<file path="src/rtl/cpu_defs_pkg.sv">
// Shared core definitions: register-file geometry and index/word types.
package cpu_defs_pkg;

  localparam int unsigned NUM_REGS = 16;
  localparam int unsigned XLEN     = 32;
  localparam int unsigned AW       = $clog2(NUM_REGS);

  typedef logic [AW-1:0]   reg_idx_t;
  typedef logic [XLEN-1:0] word_t;

endpackage

</file>
<file path="src/rtl/reg_file_sb_if.sv">
// Decode/writeback bus of the register file + scoreboard.
// master = ID/WB pipeline side, slave = reg_file_sb.
interface reg_file_sb_if;
  import cpu_defs_pkg::*;

  reg_idx_t              raddr1;
  reg_idx_t              raddr2;
  word_t                 rdata1;
  word_t                 rdata2;
  logic                  issue_valid;
  reg_idx_t              issue_rd;
  logic                  hazard;
  logic                  issue_ok;
  logic                  we;
  reg_idx_t              waddr;
  word_t                 wdata;
  logic [NUM_REGS-1:0]   busy_vec;

  modport master (
    output raddr1, raddr2, issue_valid, issue_rd, we, waddr, wdata,
    input  rdata1, rdata2, hazard, issue_ok, busy_vec
  );

  modport slave (
    input  raddr1, raddr2, issue_valid, issue_rd, we, waddr, wdata,
    output rdata1, rdata2, hazard, issue_ok, busy_vec
  );

endinterface

</file>
<file path="src/rtl/reg_scoreboard.sv">
// Pending-writer scoreboard: one busy bit per register, RAW/WAW hazard detect.
// Optional macro REGFILE_BYPASS_EN: a register being written back this cycle
// is treated as no longer busy, so its consumer can issue in the same cycle.
module reg_scoreboard
  import cpu_defs_pkg::*;
(
  input  logic                clk,
  input  logic                rst,
  input  logic                issue_valid,
  input  reg_idx_t            issue_rd,
  input  reg_idx_t            raddr1,
  input  reg_idx_t            raddr2,
  input  logic                we,
  input  reg_idx_t            waddr,
  output logic                hazard,
  output logic                issue_ok,
  output logic [NUM_REGS-1:0] busy_vec
);

  logic [NUM_REGS-1:0] busy;
  logic [NUM_REGS-1:0] busy_nxt;
  logic [NUM_REGS-1:0] eff_busy;
  logic [NUM_REGS-1:0] clr_mask;
  logic [NUM_REGS-1:0] set_mask;

  // Hazard detection and next busy state; a set beats a clear on the same index.
  always_comb begin
    clr_mask = '0;
    set_mask = '0;
    if (we) begin
      clr_mask = NUM_REGS'(1) << waddr;
    end
`ifdef REGFILE_BYPASS_EN
    eff_busy = busy & ~clr_mask;
`else
    eff_busy = busy;
`endif
    hazard   = issue_valid & (eff_busy[raddr1] | eff_busy[raddr2] | eff_busy[issue_rd]);
    issue_ok = issue_valid & ~hazard;
    if (issue_ok && (issue_rd != '0)) begin
      set_mask = NUM_REGS'(1) << issue_rd;
    end
    busy_nxt = (busy & ~clr_mask) | set_mask;
  end

  // Busy-bit register; bit 0 can never be set because r0 is never reserved.
  always_ff @(posedge clk or posedge rst) begin
    if (rst) begin
      busy <= '0;
    end else begin
      busy <= busy_nxt;
    end
  end

  assign busy_vec = busy;

endmodule

</file>
<file path="src/rtl/reg_file_sb.sv">
// Architectural register file (r0 hardwired to zero) with issue scoreboard.
// Optional macro REGFILE_BYPASS_EN: write-through forwarding from the
// writeback port to both combinational read ports.
module reg_file_sb
  import cpu_defs_pkg::*;
(
  input  logic          clk,
  input  logic          rst,
  reg_file_sb_if.slave  bus
);

  word_t regs [NUM_REGS];

  // Register storage; writes to r0 are dropped so it always reads zero.
  always_ff @(posedge clk or posedge rst) begin
    if (rst) begin
      for (int i = 0; i < NUM_REGS; i++) begin
        regs[i] <= '0;
      end
    end else if (bus.we && (bus.waddr != '0)) begin
      regs[bus.waddr] <= bus.wdata;
    end
  end

  // Combinational read ports, optionally forwarding the in-flight writeback.
  always_comb begin
    bus.rdata1 = regs[bus.raddr1];
    bus.rdata2 = regs[bus.raddr2];
`ifdef REGFILE_BYPASS_EN
    if (bus.we && (bus.waddr != '0) && (bus.waddr == bus.raddr1)) begin
      bus.rdata1 = bus.wdata;
    end
    if (bus.we && (bus.waddr != '0) && (bus.waddr == bus.raddr2)) begin
      bus.rdata2 = bus.wdata;
    end
`endif
    if (bus.raddr1 == '0) begin
      bus.rdata1 = '0;
    end
    if (bus.raddr2 == '0) begin
      bus.rdata2 = '0;
    end
  end

  reg_scoreboard u_scoreboard (
    .clk         (clk),
    .rst         (rst),
    .issue_valid (bus.issue_valid),
    .issue_rd    (bus.issue_rd),
    .raddr1      (bus.raddr1),
    .raddr2      (bus.raddr2),
    .we          (bus.we),
    .waddr       (bus.waddr),
    .hazard      (bus.hazard),
    .issue_ok    (bus.issue_ok),
    .busy_vec    (bus.busy_vec)
  );

endmodule
</file>
<file path="src/flat_wrapper.sv">
// flat-port wrapper written by rule: the top's interface ports become plain ports
module reg_file_sb_flat import cpu_defs_pkg::*;
  (clk, rst, bus_raddr1, bus_raddr2, bus_issue_valid, bus_issue_rd, bus_we, bus_waddr, bus_wdata, bus_rdata1, bus_rdata2, bus_hazard, bus_issue_ok, bus_busy_vec);
  reg_file_sb_if bus_i ();
  input  logic clk;
  input  logic rst;
  input wire logic [$bits(bus_i.raddr1)-1:0] bus_raddr1;
  input wire logic [$bits(bus_i.raddr2)-1:0] bus_raddr2;
  input wire logic [$bits(bus_i.issue_valid)-1:0] bus_issue_valid;
  input wire logic [$bits(bus_i.issue_rd)-1:0] bus_issue_rd;
  input wire logic [$bits(bus_i.we)-1:0] bus_we;
  input wire logic [$bits(bus_i.waddr)-1:0] bus_waddr;
  input wire logic [$bits(bus_i.wdata)-1:0] bus_wdata;
  output wire logic [$bits(bus_i.rdata1)-1:0] bus_rdata1;
  output wire logic [$bits(bus_i.rdata2)-1:0] bus_rdata2;
  output wire logic [$bits(bus_i.hazard)-1:0] bus_hazard;
  output wire logic [$bits(bus_i.issue_ok)-1:0] bus_issue_ok;
  output wire logic [$bits(bus_i.busy_vec)-1:0] bus_busy_vec;
  assign bus_i.raddr1 = bus_raddr1;
  assign bus_i.raddr2 = bus_raddr2;
  assign bus_i.issue_valid = bus_issue_valid;
  assign bus_i.issue_rd = bus_issue_rd;
  assign bus_i.we = bus_we;
  assign bus_i.waddr = bus_waddr;
  assign bus_i.wdata = bus_wdata;
  assign bus_rdata1 = bus_i.rdata1;
  assign bus_rdata2 = bus_i.rdata2;
  assign bus_hazard = bus_i.hazard;
  assign bus_issue_ok = bus_i.issue_ok;
  assign bus_busy_vec = bus_i.busy_vec;
  reg_file_sb u_core (.clk(clk), .rst(rst), .bus(bus_i));
endmodule
</file>
<file path="config.mk">
export PLATFORM = sky130hd
export DESIGN_NAME = reg_file_sb_flat
export DESIGN_NICKNAME = d
export VERILOG_FILES = /design/src/rtl/cpu_defs_pkg.sv /design/src/rtl/reg_file_sb_if.sv /design/src/rtl/reg_scoreboard.sv /design/src/rtl/reg_file_sb.sv /design/src/flat_wrapper.sv
export SDC_FILE = /design/constraint.sdc
export NUM_CORES = 1
export LEC_CHECK = 0
export CORE_UTILIZATION = 50
export CTS_CLUSTER_SIZE = 40
export DETAILED_ROUTE_END_ITERATION = 7
export GPL_TIMING_DRIVEN = 0
export MAX_ROUTING_LAYER = met4
export PLACE_DENSITY = 0.68
export SLEW_MARGIN = 20
export SYNTH_ARGS = -nofsm -noshare
export SYNTH_HDL_FRONTEND = slang
export SYNTH_SLANG_ARGS = --single-unit
</file>
<file path="constraint.sdc">
create_clock -name clk -period 26.1 [get_ports clk]
set_clock_uncertainty 0.15 [all_clocks]
set_input_delay 7.83 -clock clk [delete_from_list [all_inputs] [get_ports clk]]
set_output_delay 7.83 -clock clk [all_outputs]
set_load 0.02 [all_outputs]
</file>
; Word-level counts from Yosys, hierarchy flattened
; Index checks and enable logic that the tools add are counted.
[word_totals]
ff_bits = 528
latchBits = 0
mem_bits_rw = 0
rom_bits = 0
in_bits = 52
memories = 0
[classes]
add_sub_neg = 0
mul = 0
n_div = 0
order_cmp = 7
n_eq_ne = 0
shifts = 2
n_mux = 19
bitwise = 11
n_reduce_logical = 7
[op_table]
columns = operator, count
row1 = $bwmux 512, 1
row2 = $bmux 32 s4, 2
row3 = $mux 32, 7
row4 = $demux 32 s4, 1
row5 = $mux 16, 2
row6 = $shl 1x4->16 const A, 2
row7 = $and 16x16->16, 1
row8 = $not 16->16, 1
row9 = $or 16x16->16, 1
row10 = $ge 5x5->1 const B, 3
row11 = $lt 4x5->1 const B, 3
row12 = $not 4->5, 3
row13 = $bmux 1 s4, 3
row14 = $logic_not 4->1, 2
row15 = $reduce_bool 4->1, 2
row16 = $lt 5x1->1 const B, 1
row17 = $logic_and 1x1->1, 3
row18 = $mux 1, 3
row19 = $and 1x1->1, 2
row20 = $or 1x1->1, 2
row21 = $not 1->1, 1

; Logic depth before layout (Yosys ltp)
; Gate-level depths: netlist of run 1.
[depth]
depth_word = 10
ltp_mapped = 8

; Cells and area by module
; A second synthesis of run 1 with hierarchy kept.
[unflattened]
hier_cells = 1917
area_unflattened_um2 = 26461.6
[by_module_without_submodules]
columns = module, instances, cells_per_inst, area_per_inst_um2, seq_area_each_um2
row1 = reg_file_sb, 1, 1826, 25231.7, 12011.5
row2 = reg_scoreboard, 1, 91, 1229.9, 400.4

; Worst setup path before layout of run 1
; No wires, ideal clock.
[synth_path]
kind = in2out
from = in bus_raddr1[0]
to = out bus_rdata1[15]
arrival_ps = 9641
required_time_ps = 18120
setup_slack_ps = 8479
stages = 6
path_buffers = 3
path_cell_list = buf_2 buf_4 buf_2 mux4_2 mux4_2 nor2b_1
[synth_between]
elab_chain_cells = 5
[synth_rtl]
columns = element, line_no
row1 = start: declaration, flat_wrapper.sv:7  ; input wire logic [$bits(bus_i.raddr1)-1:0] bus_raddr1;
row2 = $not 4->5 (not written as such), reg_file_sb.sv:27  ; bus.rdata1 = regs[bus.raddr1];
row3 = $bmux 32 s4, reg_file_sb.sv:27
row4 = $mux 32 (not written as such) (2 in series), reg_file_sb.sv:27
row5 = $mux 32 (*), reg_file_sb.sv:37  ; if (bus.raddr1 == '0) begin
row6 = end: declaration, flat_wrapper.sv:14  ; output wire logic [$bits(bus_i.rdata1)-1:0] bus_rdata1;
; Mark *: on every way between the ends. The rest lies on a longest branch, timed or not. The select of a mux whose other input is x is not followed.

; Worst setup path in the final report of run 1
[layout_path]
from = in bus_raddr1[1]
to = out bus_rdata1[8]
; The elaborated chain is that of the path after synthesis.

==> impl_metrics.ini, run 1 <==
[run_status]
status = completed

[route]
drc_errors = 0
routed.top_layer = met4
dr.pass1.iters = 5
wl_met2_mm = 37.7
first_iter_violations = 1446
num_vias = 17242
wl_met1_mm = 33.9
wire_per_inst_um = 29.3
wl_met3_mm = 5.18
drtAntennaViolNets = 0
routed_wl_mm = 79.0
avgViaCountPerCell = 6.40

[power]
p_clk_frac = 0.321
power.internal_mw = 1.99
ir_worst_vdd_mv = 0.0630
combPwrFrac = 0.264
power_frac_seq = 0.415
netSwitchingFraction = 0.278
p_sw_mw = 0.766
p_leak_nw = 13.1
p_per_area_nw_per_um2 = 84.9

[logic_synthesis]
synth_edf_count = 0
ys_types = 39
synth_ff_type = dfrtp_1
async_flop_share = 1.00
syn_nets = 1758
yosys.area.top_type_share = 0.472
synth.avg_cell_area_um2 = 16.4
ys_ff_latch = 528
yosys_warnings = 0
synth_area_leader_cell = dfrtp_1
synth_seq_area_share = 0.472
syn-cell-area_um2 = 28000
synth_area_leaders = dfrtp_1 47%, mux4_2 26%, mux2_2 19%
syn-instance-count = 1706

[placed_design]
place.port_buffers = 127
place_area_um2 = 30400
dp_hpwl_mm = 53.7
dp_slack_ns = 6.74
place_congestion = 0.847

[clocking]
post_cts_buffers = 0
clk_pin_slew_ns = 0.06
cts_made_buffers = 58
cts-root-buf = clkbuf_16
htreeDepth = 2
post_cts_resized = 0
cts_buffer_depth = 3
clk_latency_ns = 0.62
cts_tree = done
clock_sinks = 528
postCtsHoldBufs = 0

[worst_setup_path]
crit_type = primary input to output pin
r2r_start = u_core.u_scoreboard.busy_vec[12]
path_max_fanout = 10
r2r_slack_ns = 23.74
worstPathArrival_ns = 11.42
cp-end-kind = output pin
cp.required_ns = 18.12
startpoint = bus_raddr1[1]
r2r_cells = 6
cp-start-kind = primary input
r2r-end = u_core.u_scoreboard.busy_vec[12]
crit_end = bus_rdata1[8]

[finish]
multi_input_area_um2 = 14000
drive_gt1_frac = 0.496
diodes = 0
fillCellCount = 4223
seq_area_um2 = 13200
final_area_um2 = 32400
nets = 1952
syn_to_final_growth_pct = 15.8

[floorplanning]
core_um2 = 55200
ios = 134
die_h_um = 239
start_util = 0.507
die_w_um = 239
dieArea_um2 = 56900
rows = 86

[timing]
fmax_mhz = 51.5
maxSlewViolCount = 0
finalCritPeriodShare = 0.743
final-hold-violation-count = 0
min_period_ns = 19.40
tightest_slew_ns = 1.23
setup_ws_ns = 6.70
setup_viol = 0
rsz0062_at_grt = false
setup_tns_ns = 0
slew_headroom = 0.182

[global_routing]
grt_max_degree = 111
overflow = 0
grt_pass1_vias = 18142
antenna_found_initial = 0
grt_pass1_wl_mm = 119
grt_use_total = 0.296

[worst_hold_path]
hold_path_class = flip-flop to flip-flop

[run]
drv_cap = 0
[layer usage]
layer | vias to the layer above | global-route usage
li1 | 7025 | -
met1 | 9447 | 0.411
met2 | 619 | 0.451
met3 | 151 | 0.0550
met4 | 0 | 0.0829
met5 | - | -
[cell families after synthesis]
| family | after synthesis | synth area share |
|---|---|---|
| buf+inv | 203 | 0.0297 |
| simple gates | 119 | 0.0255 |
| compound gates | 32 | 0.0110 |
| flops | 528 | 0.472 |
| mux | 824 | 0.462 |
[worst min-delay path by stage]
stage,start,end,slack (ns),cells after the start
global route,u_core.regs[508],u_core.regs[508],0.34,1
global placement,u_core.regs[499],u_core.regs[499],0.30,1
detailed placement,u_core.regs[486],u_core.regs[486],0.31,1
CTS,u_core.regs[500],u_core.regs[500],0.33,1
finish,u_core.regs[495],u_core.regs[495],0.33,1
floorplan,u_core.regs[480],u_core.regs[480],0.29,1
[through the flow]
step,utilization,hold WS (ns),power (mW),instances
finish,0.587,0.329,2.75,2692
floorplan,-,0.291,1.63,1706
global placement,0.547,0.301,1.84,2581
detailed placement,0.550,0.313,1.88,2587
global route,0.587,0.343,2.87,2692
CTS,0.587,0.330,2.76,2691
[worst max-delay path, stage by stage]
cell and delay [ns]:
buf_2 0.26, clkbuf_1 0.70, clkbuf_1 0.90, mux4_2 0.45, mux4_2 0.47, nor2b_1 0.18, clkdlybuf4s50_1 0.61
[cells in the mapped netlist, types with 2 or more instances]
master,number
and2_1,2
clkbuf_1,158
a32o_1,2
nand2_1,8
o22ai_1,2
buf_4,4
buf_2,32
mux2_1,6
inv_1,3
buf_1,4
nor2_1,15
buf_6,2
o21ai_0,9
mux2i_1,9
nor3_1,2
o41ai_2,10
dfrtp_1,528
nor3b_1,2
o21ai_1,4
nand3b_1,5
nor2b_1,64
nand2b_1,11
mux2_2,484
mux4_2,325
[power groups by stage]
stage	registers [mW]	clock network (mW)	logic (mW)
3_3_place_gp	1.13	0	0.707
6_report	1.14	0.885	0.727
5_1_grt	1.17	0.930	0.769
3_5_place_dp	1.15	0	0.726
2_1_floorplan	1.12	0	0.512
4_1_cts	1.14	0.897	0.730
[placed cells by master, fill, tap and decap left out, types with 3 or more instances in the layout]
master,n
bufinv_16,9
clkbuf_8,15
buf_2,35
clkinv_2,5
o41ai_2,10
mux2_1,6
nor2b_1,64
nand2_1,8
buf_16,5
buf_4,4
mux2i_1,9
o21ai_1,4
clkbuf_16,59
clkbuf_1,169
dfrtp_1,528
clkinvlp_4,3
nand3b_1,5
mux2_2,484
o21ai_0,9
clkdlybuf4s50_1,127
nor2_1,15
mux4_2,325
nand2b_1,11
buf_6,3
[state kept, by name, indices dropped and copies added (netlist names)]
register / flops
u_core.regs: 512
u_core.u_scoreboard.busy_vec: 16
[cell type report]
class | instances | share of cell area
Multi-Input combinational cell | 975 | 0.430
Clock buffer | 86 | 0.0533
Inverter | 3 | 0.000579
Sequential cell | 528 | 0.407
Tap cell | 748 | 0.0289
Buffer | 200 | 0.0254
Clock inverter | 18 | 0.0101
Timing Repair Buffer | 134 | 0.0439
Power figures use the tool's default switching activity.
==> run 2: changes to the inputs <==
- PLACE_DENSITY: 0.68 -> 0.71
- clock period: 26.1 -> 16.37 ns (I/O delays scaled with it)
==> impl_metrics.ini, run 2 (same netlist as run 1, synthesis figures left out) <==
[run_status]
status = completed

[clocking]
post_cts_buffers = 0
clk_latency_ns = 0.62
clock_sinks = 528
htreeDepth = 2
cts_made_buffers = 58
postCtsHoldBufs = 0
post_cts_resized = 0
clk_pin_slew_ns = 0.06
cts_tree = done
cts_buffer_depth = 3
cts-root-buf = clkbuf_16

[route]
routed_wl_mm = 79.4
avgViaCountPerCell = 6.49
num_vias = 17538
wire_per_inst_um = 29.4
dr.pass1.iters = 5
drc_errors = 0
first_iter_violations = 1471
drtAntennaViolNets = 0

[power]
power.internal_mw = 3.05
p_clk_frac = 0.299
netSwitchingFraction = 0.286
combPwrFrac = 0.273
p_per_area_nw_per_um2 = 131
ir_worst_vdd_mv = 0.0899
p_leak_nw = 13.1
p_sw_mw = 1.22
power_frac_seq = 0.428

[worst_setup_path]
cp-start-kind = primary input
cp.required_ns = 11.31
cp-end-kind = output pin
worstPathArrival_ns = 8.65
path_max_fanout = 10
crit_type = primary input to output pin

[timing]
final-hold-violation-count = 0
rsz0062_at_grt = false
slew_headroom = 0.206
finalCritPeriodShare = 0.837
tightest_slew_ns = 1.19
setup_ws_ns = 2.66
fmax_mhz = 72.9
setup_tns_ns = 0
min_period_ns = 13.71
setup_viol = 0
maxSlewViolCount = 0

[finish]
syn_to_final_growth_pct = 15.9
drive_gt1_frac = 0.497
nets = 1963
diodes = 0
seq_area_um2 = 13200
mostFrequentLayoutCells = 528 x dfrtp_1, 484 x mux2_2, 325 x mux4_2, 174 x clkbuf_1, 127 x clkdlybuf4s50_1
largest_reg_flops = 512
multi_input_area_um2 = 14000
final_common_cell = dfrtp_1
fillCellCount = 4183
regMostFlops = u_core.regs

[placed_design]
dp_hpwl_mm = 54.7
dp_slack_ns = 2.73
place_congestion = 0.891
place.port_buffers = 127

[global_routing]
grt_max_degree = 36
antenna_found_initial = 0
grt_pass1_vias = 18634
grt_pass1_wl_mm = 121
grt_use_total = 0.300
overflow = 0

[floorplanning]
start_util = 0.507
die_h_um = 239
die_w_um = 239
ios = 134
dieArea_um2 = 56900
rows = 86
core_um2 = 55200

[run]
drv_cap = 0

[worst_hold_path]
hold_path_class = flip-flop to flip-flop
## run 2: cell count changes in the layout (fill, tap and decap cells not counted), moves of 2 or more
cell	change
buf_12	+15
buf_16	-2
bufinv_16	-8
clkbuf_1	+5
clkbuf_2	+2
clkbuf_8	-2
clkinv_2	+4
clkinvlp_4	-2
## run 2: path summary, 6_finish.rpt
path	slack (ns)	to	start	cells after the start
min	0.33	u_core.regs[495]	u_core.regs[495]	1
min in group asynchronous	4.55	u_core.u_scoreboard.busy_vec[10]	rst	2
max reg2reg	14.00	u_core.u_scoreboard.busy_vec[9]	u_core.u_scoreboard.busy_vec[12]	6
max in group asynchronous	9.87	u_core.regs[82]	rst	8
min reg2reg	0.33	u_core.regs[495]	u_core.regs[495]	1
max	2.66	bus_rdata1[8]	bus_raddr1[1]	7
## run 2: final cells by class
| class | count | area share |
|---|---|---|
| Timing Repair Buffer | 145 | 0.0510 |
| Tap cell | 748 | 0.0289 |
| Buffer | 200 | 0.0255 |
| Clock inverter | 13 | 0.00347 |
| Inverter | 3 | 0.000463 |
| Sequential cell | 528 | 0.407 |
| Clock buffer | 91 | 0.0532 |
| Multi-Input combinational cell | 975 | 0.430 |
## run 2: worst max-delay path, stage by stage
cell and delay (ns):
buf_2 0.22, clkbuf_1 0.41, clkbuf_1 0.48, nor4_2 0.96, clkbuf_1 0.74, nor2b_1 0.28
clkdlybuf4s50_1 0.62
## run 2: through the flow
step / hold slack, ns / total power [mW] / util / instance area, um^2 / cells
after floorplan: 0.291 / 2.60 / - / 28000 / 1706
after global placement: 0.303 / 2.94 / 0.547 / 30200 / 2581
after detailed placement: 0.314 / 3.00 / 0.554 / 30600 / 2599
after CTS: 0.331 / 4.28 / 0.588 / 32400 / 2703
after global routing: 0.340 / 4.44 / 0.588 / 32400 / 2703
final: 0.327 / 4.27 / 0.588 / 32400 / 2703
## run 2: power by group through the flow
stage	Combinational [mW]	Clock, mW	Sequential (mW)
floorplan	0.816	0	1.78
global placement	1.13	0	1.81
detailed placement	1.16	0	1.84
CTS	1.17	1.29	1.82
global route	1.23	1.35	1.86
finish	1.17	1.27	1.83
## run 2: metal layers
| metal | global-route usage | share of wire |
|---|---|---|
| met1 | 0.411 | 0.42 |
| met2 | 0.451 | 0.47 |
| met3 | 0.0548 | 0.074 |
| met4 | 0.110 | 0.037 |
| met5 | - | 0 |
